[src/rtl/br_resolve_unit_pkg.sv]
// Shared types for the branch predictor and its training producer.
// Address width, BrInfo update bundle and resolve-unit FSM states.
package br_resolve_unit_pkg;

  localparam int ADDR_W = 32;

  typedef logic [ADDR_W-1:0] addr_t;

  typedef struct packed {
    addr_t pc;
    logic  is_br;
    logic  taken;
  } br_entry_t;

  typedef struct packed {
    logic  valid;
    addr_t pc;
    logic  is_br;
    logic  taken;
  } br_info_t;

  typedef enum logic [1:0] {
    RUN,
    REDIRECT,
    WAIT_FLUSH
  } rs_state_e;

endpackage

[src/rtl/br_resolve_unit_sync_fifo.sv]
// Small in-order FIFO with combinational head read.
// Write while full is legal only when a read happens in the same cycle.
module br_resolve_unit_sync_fifo #(
  parameter int  DEPTH = 4,
  parameter type T     = logic
) (
  input  logic                       clk,
  input  logic                       reset,
  input  logic                       wr_en,
  input  T                           wr_data,
  input  logic                       rd_en,
  output T                           rd_data,
  output logic                       full,
  output logic                       empty,
  output logic [$clog2(DEPTH+1)-1:0] count
);

  localparam int PW = $clog2(DEPTH);
  localparam int CW = $clog2(DEPTH+1);

  T              mem_q [DEPTH];
  logic [PW-1:0] wr_ptr_q, wr_ptr_d;
  logic [PW-1:0] rd_ptr_q, rd_ptr_d;
  logic [CW-1:0] count_q, count_d;

  always_comb begin
    wr_ptr_d = wr_ptr_q;
    rd_ptr_d = rd_ptr_q;
    count_d  = count_q + CW'(wr_en) - CW'(rd_en);
    if (wr_en) wr_ptr_d = wr_ptr_q + PW'(1);
    if (rd_en) rd_ptr_d = rd_ptr_q + PW'(1);
  end

  always_ff @(posedge clk) begin
    if (reset) begin
      wr_ptr_q <= '0;
      rd_ptr_q <= '0;
      count_q  <= '0;
    end else begin
      wr_ptr_q <= wr_ptr_d;
      rd_ptr_q <= rd_ptr_d;
      count_q  <= count_d;
    end
  end

  always_ff @(posedge clk) begin
    if (wr_en) mem_q[wr_ptr_q] <= wr_data;
  end

  assign rd_data = mem_q[rd_ptr_q];
  assign full    = (count_q == CW'(DEPTH));
  assign empty   = (count_q == '0);
  assign count   = count_q;

endmodule

[src/rtl/br_resolve_unit.sv]
// Buffers resolved branches, trains the predictor one BrInfo per cycle,
// and raises a one-cycle redirect on direction mispredicts.
module br_resolve_unit
  import br_resolve_unit_pkg::*;
#(
  parameter int DEPTH      = 4,
  parameter int PERF_WIDTH = 16
) (
  input  logic                  clk,
  input  logic                  reset,
  input  logic                  exe_valid,
  output logic                  exe_ready,
  input  addr_t                 exe_pc,
  input  logic                  exe_is_br,
  input  logic                  exe_taken,
  input  logic                  exe_pred_taken,
  input  addr_t                 exe_target,
  input  logic                  upd_stall,
  output br_info_t              brinfo,
  output logic                  redirect_valid,
  output addr_t                 redirect_pc,
  input  logic                  flush_done,
  output logic [PERF_WIDTH-1:0] perf_br_count,
  output logic [PERF_WIDTH-1:0] perf_mispred_count
);

  localparam int CW = $clog2(DEPTH+1);

  logic          full, empty;
  logic [CW-1:0] count;
  br_entry_t     head, in_entry;
  logic          accept, deq, bypass, enq, mis;
  addr_t         fix_pc;

  rs_state_e             state_q, state_d;
  addr_t                 redirect_pc_q, redirect_pc_d;
  br_info_t              brinfo_q, brinfo_d;
  logic [PERF_WIDTH-1:0] perf_br_q, perf_br_d;
  logic [PERF_WIDTH-1:0] perf_mis_q, perf_mis_d;

  assign deq       = !empty && !upd_stall;
  assign exe_ready = !full || deq || (state_q == WAIT_FLUSH);
  assign accept    = exe_valid && exe_ready && (state_q != WAIT_FLUSH);
  // Empty FIFO: skip it so the update lands one cycle after accept.
  assign bypass    = accept && (count == '0) && !upd_stall;
  assign enq       = accept && !bypass;

  assign in_entry.pc    = exe_pc;
  assign in_entry.is_br = exe_is_br;
  assign in_entry.taken = exe_is_br && exe_taken;

  assign mis = (exe_is_br && (exe_taken != exe_pred_taken)) ||
               (!exe_is_br && exe_pred_taken);
  assign fix_pc = (exe_is_br && exe_taken) ? exe_target
                                           : exe_pc + addr_t'(4);

  br_resolve_unit_sync_fifo #(
    .DEPTH (DEPTH),
    .T     (br_entry_t)
  ) u_fifo (
    .clk     (clk),
    .reset   (reset),
    .wr_en   (enq),
    .wr_data (in_entry),
    .rd_en   (deq),
    .rd_data (head),
    .full    (full),
    .empty   (empty),
    .count   (count)
  );

  always_comb begin
    brinfo_d = '0;
    if (deq) begin
      brinfo_d = '{valid: 1'b1, pc: head.pc,
                   is_br: head.is_br, taken: head.taken};
    end else if (bypass) begin
      brinfo_d = '{valid: 1'b1, pc: in_entry.pc,
                   is_br: in_entry.is_br, taken: in_entry.taken};
    end
  end

  always_comb begin
    state_d       = state_q;
    redirect_pc_d = redirect_pc_q;
    case (state_q)
      RUN: begin
        if (accept && mis) begin
          state_d       = REDIRECT;
          redirect_pc_d = fix_pc;
        end
      end
      REDIRECT:   state_d = flush_done ? RUN : WAIT_FLUSH;
      WAIT_FLUSH: if (flush_done) state_d = RUN;
      default:    state_d = RUN;
    endcase
  end

  always_comb begin
    perf_br_d  = perf_br_q;
    perf_mis_d = perf_mis_q;
    if (accept && exe_is_br && !(&perf_br_q))
      perf_br_d = perf_br_q + PERF_WIDTH'(1);
    if (accept && mis && !(&perf_mis_q))
      perf_mis_d = perf_mis_q + PERF_WIDTH'(1);
  end

  always_ff @(posedge clk) begin
    if (reset) begin
      state_q       <= RUN;
      redirect_pc_q <= '0;
      brinfo_q      <= '0;
      perf_br_q     <= '0;
      perf_mis_q    <= '0;
    end else begin
      state_q       <= state_d;
      redirect_pc_q <= redirect_pc_d;
      brinfo_q      <= brinfo_d;
      perf_br_q     <= perf_br_d;
      perf_mis_q    <= perf_mis_d;
    end
  end

  assign brinfo             = brinfo_q;
  assign redirect_valid     = (state_q == REDIRECT);
  assign redirect_pc        = redirect_pc_q;
  assign perf_br_count      = perf_br_q;
  assign perf_mispred_count = perf_mis_q;

endmodule

[config.mk]
export PLATFORM = sky130hd
export DESIGN_NAME = br_resolve_unit
export DESIGN_NICKNAME = d
export VERILOG_FILES = /design/src/rtl/br_resolve_unit_pkg.sv /design/src/rtl/br_resolve_unit_sync_fifo.sv /design/src/rtl/br_resolve_unit.sv
export SDC_FILE = /design/constraint.sdc
export NUM_CORES = 1
export LEC_CHECK = 0
export CORE_UTILIZATION = 53
export CTS_CLUSTER_DIAMETER = 80
export CTS_CLUSTER_SIZE = 8
export DETAILED_ROUTE_END_ITERATION = 10
export HOLD_SLACK_MARGIN = 0.03
export MAX_ROUTING_LAYER = met4
export PLACE_DENSITY = 0.83
export SETUP_SLACK_MARGIN = 0.3
export SYNTH_ARGS = -nofsm -noshare
export SYNTH_HDL_FRONTEND = slang
export SYNTH_SLANG_ARGS = --single-unit
export TNS_END_PERCENT = 10
[constraint.sdc]
create_clock -name clk -period 2.55 [get_ports clk]
set_input_delay 0.255 -clock clk [delete_from_list [all_inputs] [get_ports clk]]
set_output_delay 0.255 -clock clk [all_outputs]
set_load 0.05 [all_outputs]
* After elaboration in Yosys (flattened, before gate mapping) *
Memory sizes are Yosys's and may differ from the RTL's. A register that Yosys moved wholly into a read port is not among the register bits.
Cells that the tools add are included.
W data, S select, Z words.

cells by class
  muxes and demuxes = 11
  equality and inequality tests = 7
  reductions and logical operators = 29
  add/sub/neg operators = 7

operators by type and width
  operator                 count
  $mux W35                 2
  $add A16 B1 Y16 const B  2
  $add A32 B3 Y32 const B  1
  $mux W32                 1
  $reduce_and A16 Y1       2
  $logic_and A1 B1 Y1      13
  $mux W2                  5
  $logic_not A1 Y1         7
  $ne A2 B2 Y1 const B     3
  $pmux W2 S3              1
  $add A2 B1 Y2 const B    2
  $reduce_and A2 Y1        2
  $add A3 B1 Y3            1
  $eq A3 B3 Y1 const B     1
  $logic_not A3 Y1         1
  $logic_or A1 B1 Y1       3
  $sub A3 B1 Y3            1
  $eq A2 B1 Y1 const B     1
  $eq A2 B2 Y1 const B     1
  $logic_not A2 Y1         1
  $mux W1                  2
  $ne A1 B1 Y1             1

word-level totals
  bits in registers = 108
  word-level logic and storage cells = 66
  bits in writable memories = 136
  memories kept = 1
  output and inout bits = 101
  input port bits = 72

memories
  name          depth  width  rd ports  clocked after memory_dff  write ports  RTL line                         source
  u_fifo.mem_q  4      34     1         1                         1            br_resolve_unit_sync_fifo.sv:21  T mem_q [DEPTH];

* Longest topological paths before layout *
  depth in word-level cells = 13
  gate-level depth with buffers = 10
  depth with buffers taken out = 9

* Modules after synthesis *
Synthesis repeated with hierarchy kept, for this count alone.

second synthesis, totals
  cells, all modules = 845
  area total of the unflattened synthesis = 10412.5 um^2

by module, submodules not included
  module                     instances  area each (um^2)  sequential area each (um^2)  cells each
  br_resolve_unit_sync_fifo  1          5395.2            4264.1                       220
  br_resolve_unit            1          5017.3            2021.9                       625

* Least setup slack after synthesis *
No wires, ideal clock.

  kind = flip-flop to flip-flop
  from = register state_q[0]
  to = memory u_fifo.mem_q[1][0] (netlist name) (enable)
  setup slack = 250 ps
  setup time = 394 ps
  data required time = 2156 ps
  buffers on the path = 0
  cell stages (with the launch flop) = 5
  period minus slack after synthesis = 2300 ps
  arrival = 1906 ps
  cell sequence = dfxtp_1 -> nand2b_1 -> nand2_1 -> a31oi_1 -> and2_1

on the way
  longest elaborated chain between the ends = 10
  elaborated cells on any way between the ends = 11
  those cells by class = eq/ne: 2; mux: 2; reduce/logical: 7

RTL lines
  element                            RTL line                         source
  from (decl)                        br_resolve_unit.sv:35            rs_state_e state_q, state_d;
  from (signal assigned)             br_resolve_unit.sv:116           state_q <= state_d;
  $eq A2 B2 Y1                       br_resolve_unit.sv:42            assign exe_ready = !full || deq || (state_q == WAIT_FLUSH);
  $logic_or A1 B1 Y1                 br_resolve_unit.sv:42
  $logic_and A1 B1 Y1                br_resolve_unit.sv:43            assign accept = exe_valid && exe_ready && (state_q != WAIT_FLUSH);
  $logic_and A1 B1 Y1 (*)            br_resolve_unit.sv:43
  $logic_and A1 B1 Y1 (2 in a row)   br_resolve_unit.sv:45            assign bypass = accept && (count == '0) && !upd_stall;
  $logic_not A1 Y1                   br_resolve_unit.sv:46            assign enq = accept && !bypass;
  $logic_and A1 B1 Y1 (*)            br_resolve_unit.sv:46
  via enq                            br_resolve_unit.sv:32            logic accept, deq, bypass, enq, mis;
  $mux W1 (*)                        br_resolve_unit_sync_fifo.sv:47  if (wr_en) mem_q[wr_ptr_q] <= wr_data;
  $mux W1 (implied by the code) (*)  br_resolve_unit_sync_fifo.sv:47
  to (decl)                          br_resolve_unit_sync_fifo.sv:21

Mark *: on every way through the listed nets, which the timed path passes. The rest lies on a longest branch.

* Worst setup path in the final report *
  from = register state_q[0]
  to = output port redirect_valid

on the way
  longest elaborated chain between the ends = 1

RTL lines
  element       RTL line                source
  $eq A2 B1 Y1  br_resolve_unit.sv:125  assign redirect_valid = (state_q == REDIRECT);
  to (decl)     br_resolve_unit.sv:20   output logic redirect_valid,

No other way between the ends.

==> run_results.csv <==
group,metric,value,unit
timing,setup_tns,0,ns
yosys,synth-seq-cells,246,
yosys,synth.area.mux_share,7.95,%
timing,finalCriticalPeriod,2.12,ns
pwr,powerDensity,876,nW/um^2
run_status,outcome,"complete, no violations",
yosys,yosys_warnings,0,
clock_tree,cts_made_buffers,36,
timing,finalWorstSetupSlack,0.430,ns
yosys,yosysSeqAreaShare,60.4,%
routing,wirelength,28500,um
timing,clock.fmax,0.472,GHz
cells_and_area,final_area,13900,sq um
yosys,postSynthCellCount,809,
worst_setup_path,crit_buf_inv,1,
yosys,synth_edf_count,136,
global_route,antenna_found_initial,0,
global_route,overflow,0,
worst_setup_path,cp_top_family,"buffers and inverters",
timing,tightest_slew,0.573,ns
yosys,synth_adder_area_share,1.27,%
yosys,syn_avg_cell_area,12.9,sq um
timing,max_slew_margin,61.7,%
clock_tree,root_buffer,"clkbuf_16",
routing,drt_iter0_drc,730,
worst_setup_path,slowest_delay,0.84,ns
pwr,power,12.2,mW
yosys,synth.distinct_cells,65,
cells_and_area,nets,1117,
worst_setup_path,path_max_fanout,4,
timing,drv_slew,0,
worst_setup_path,start_kind,"register",
clock_tree,clk_latency,0.51,ns
yosys,syn_area,10400,sq um
min_path,hold_class,"in -> reg",
die,initial_core_util,54.9,%
clock_tree,htreeDepth,2,
die,num_rows,50,
clock_tree,clockBufferDepth,3,
timing,finalHoldViolations,0,
global_route,grt_use_total,29.6,%
clock_tree,clk_pin_slew,0.05,ns
die,core,19000,sq um
timing,fin_hold_ws,0.199,ns
placed_design,place_hpwl,17800,um
pwr,p_leak,4.72,nW
timing,setup_viol,0,
placed_design,placed_area,12900,sq um
yosys,synthFlopType,"edfxtp_1",
global_route,grt_pass1_vias,7966,
die,die_w,142,um
global_route,grt_max_degree,40,
routing,viasPerCell,5.98,
cells_and_area,syn_to_final_growth,33.8,%
placed_design,io_buffers,172,
yosys,synth-compound-area-share,10.1,%
yosys,synth_xor_area_share,4.97,%
worst_setup_path,worstSetupPathType,"reg -> out",
timing,rsz0062_at_grt,"no",
routing,first_pass_iters,5,
routing,postRouteAntennaNets,0,
yosys,synth_top_family_by_area,"simple AND/OR/NAND/NOR gates",
routing,wl_per_cell,21.6,um
cells_and_area,drive_above_1_share,16.2,%
routing,drc,0,
cells_and_area,n_antenna_cell,0,
global_route,grt_pass1_wl,43800,um
timing,fin_crit_sh,83.1,%
yosys,yosys.area_share.simple,12.7,%
placed_design,gp_congestion,0.831,
clock_tree,clock_sinks,246,
pwr,ir_drop,0.765,mV
yosys,synth_async_sr_flop_share,0,%
timing,clock_skew,0.0148,ns
placed_design,dpl_worst_slack,0.0856,ns
die,design.die.area,20200,sq um
die,fp.dieH,142,um
routing,num_vias,7887,
yosys,syn_nets,891,
worst_setup_path,end_kind,"output pin",
clock_tree,cts_tree,"done",
die,ios,173,
worst_setup_path,arrival,1.86,ns
worst_setup_path,slowest_stage,"clkdlybuf4s50_1",
worst_setup_path,cp_data_required_time,2.30,ns
flow_run,max-cap-violations,0,
worst_setup_path,worstPathCellList,"nor2b_1 -> clkdlybuf4s50_1",
## worst register-to-register path: stages (launching register included)
cell and delay [ns]:
dfxtp_1 0.33, or3b_1 0.51, a211oi_4 0.46, buf_4 0.29, and3_1 0.18, a21oi_1 0.06
o22ai_1 0.18
## final cells by class
type                            count  area (sq um)
Sequential cell                   246          6290
Fill cell                        1192          5040
Multi-Input combinational cell    499          3880
Timing Repair Buffer              235          2300
Clock buffer                       60          1040
Tap cell                          260           325
Inverter                           17          63.8
Clock inverter                      1          16.3
## per-layer routing
layer	part of all wire (%)	routed length [um]	GRT usage, %	vias to the layer above
li1	-	-	-	3525
met1	40	11300	36.5	3863
met2	49	13800	47.8	430
met3	9.1	2600	6.97	69
met4	2.6	751	10.7	0
met5	0	0	-	-
## cells by family after synthesis
family,after synthesis
buf+inv,64
mux,40
compound gates,133
flops,246
fa+ha+maj,10
xor+xnor,59
simple gates,257
## sequential cells by signal, summed over array words and instances, names as in the netlist, named ones only
signal and count:
state_q 2, redirect_pc 32, brinfo 35, perf_mispred_count 16, perf_br_count 16, u_fifo.wr_ptr_q 2, u_fifo.count 3, u_fifo.rd_ptr_q 2
u_fifo.mem_q 136
## Yosys cell counts, types with 10 or more instances
cell	n	share of area, %
mux4_2	34	7.4
nand3_1	17	0.82
buf_2	14	0.67
nor2_1	103	3.7
o22ai_1	11	0.66
clkbuf_1	32	1.2
xor2_1	18	1.5
and3_1	10	0.60
edfxtp_1	136	39
xnor2_1	41	3.5
a22oi_1	42	3.0
inv_1	16	0.58
a211oi_1	10	0.72
a21oi_1	17	0.82
nand4_1	16	0.96
nand2_1	43	1.6
dfxtp_1	110	21
nor4_1	10	0.60
## per-stage QoR
| step | instances | utilization [%] |
|---|---|---|
| after CTS | 1318 | 73.4 |
| after global routing | 1318 | 73.4 |
| after floorplan | 809 | - |
| final | 1318 | 73.4 |
| after global placement | 1257 | 67.8 |
| after detailed placement | 1257 | 67.8 |
## worst paths after layout
path | cells after the start | slack [ns] | from | to
setup reg to reg | 6 | 0.47 | state_q[1]$_SDFFE_PP0P_ | redirect_pc[27]$_SDFFE_PP0P_
setup / recovery | 2 | 0.43 | state_q[0]$_SDFFE_PP0P_ | redirect_valid
hold / removal | 2 | 0.20 | reset | perf_mispred_count[12]$_SDFFE_PP0P_
hold reg to reg | 2 | 0.46 | redirect_pc[7]$_SDFFE_PP0P_ | redirect_pc[7]$_SDFFE_PP0P_
## where the power goes
part	switching, mW	internal [mW]	leakage [nW]
Combinational	1.66	1.21	2.08
Clock	1.67	2.77	0.507
Sequential	0.218	4.67	2.14
Total	3.54	8.64	4.72
## layout by cell type, fill, tap and decap left out, types with 11 or more instances in the layout
cell	n
nand2_1	43
xor2_1	18
edfxtp_1	136
o22ai_1	11
clkbuf_1	21
clkdlybuf4s50_1	170
a21oi_1	17
dfxtp_1	108
clkbuf_16	38
nand4_1	16
nand3_1	17
buf_4	56
a22oi_1	42
xnor2_1	41
nor2_1	102
mux4_2	34
inv_1	16
## repair_timing
item	in CTS	in global routing
setup buffers	0	0
hold buffers	0	0
resized for setup	0	1
setup endpoints to repair	0	1
hold endpoints to repair	0	0
Note: power is estimated with default switching activity, not from simulation.
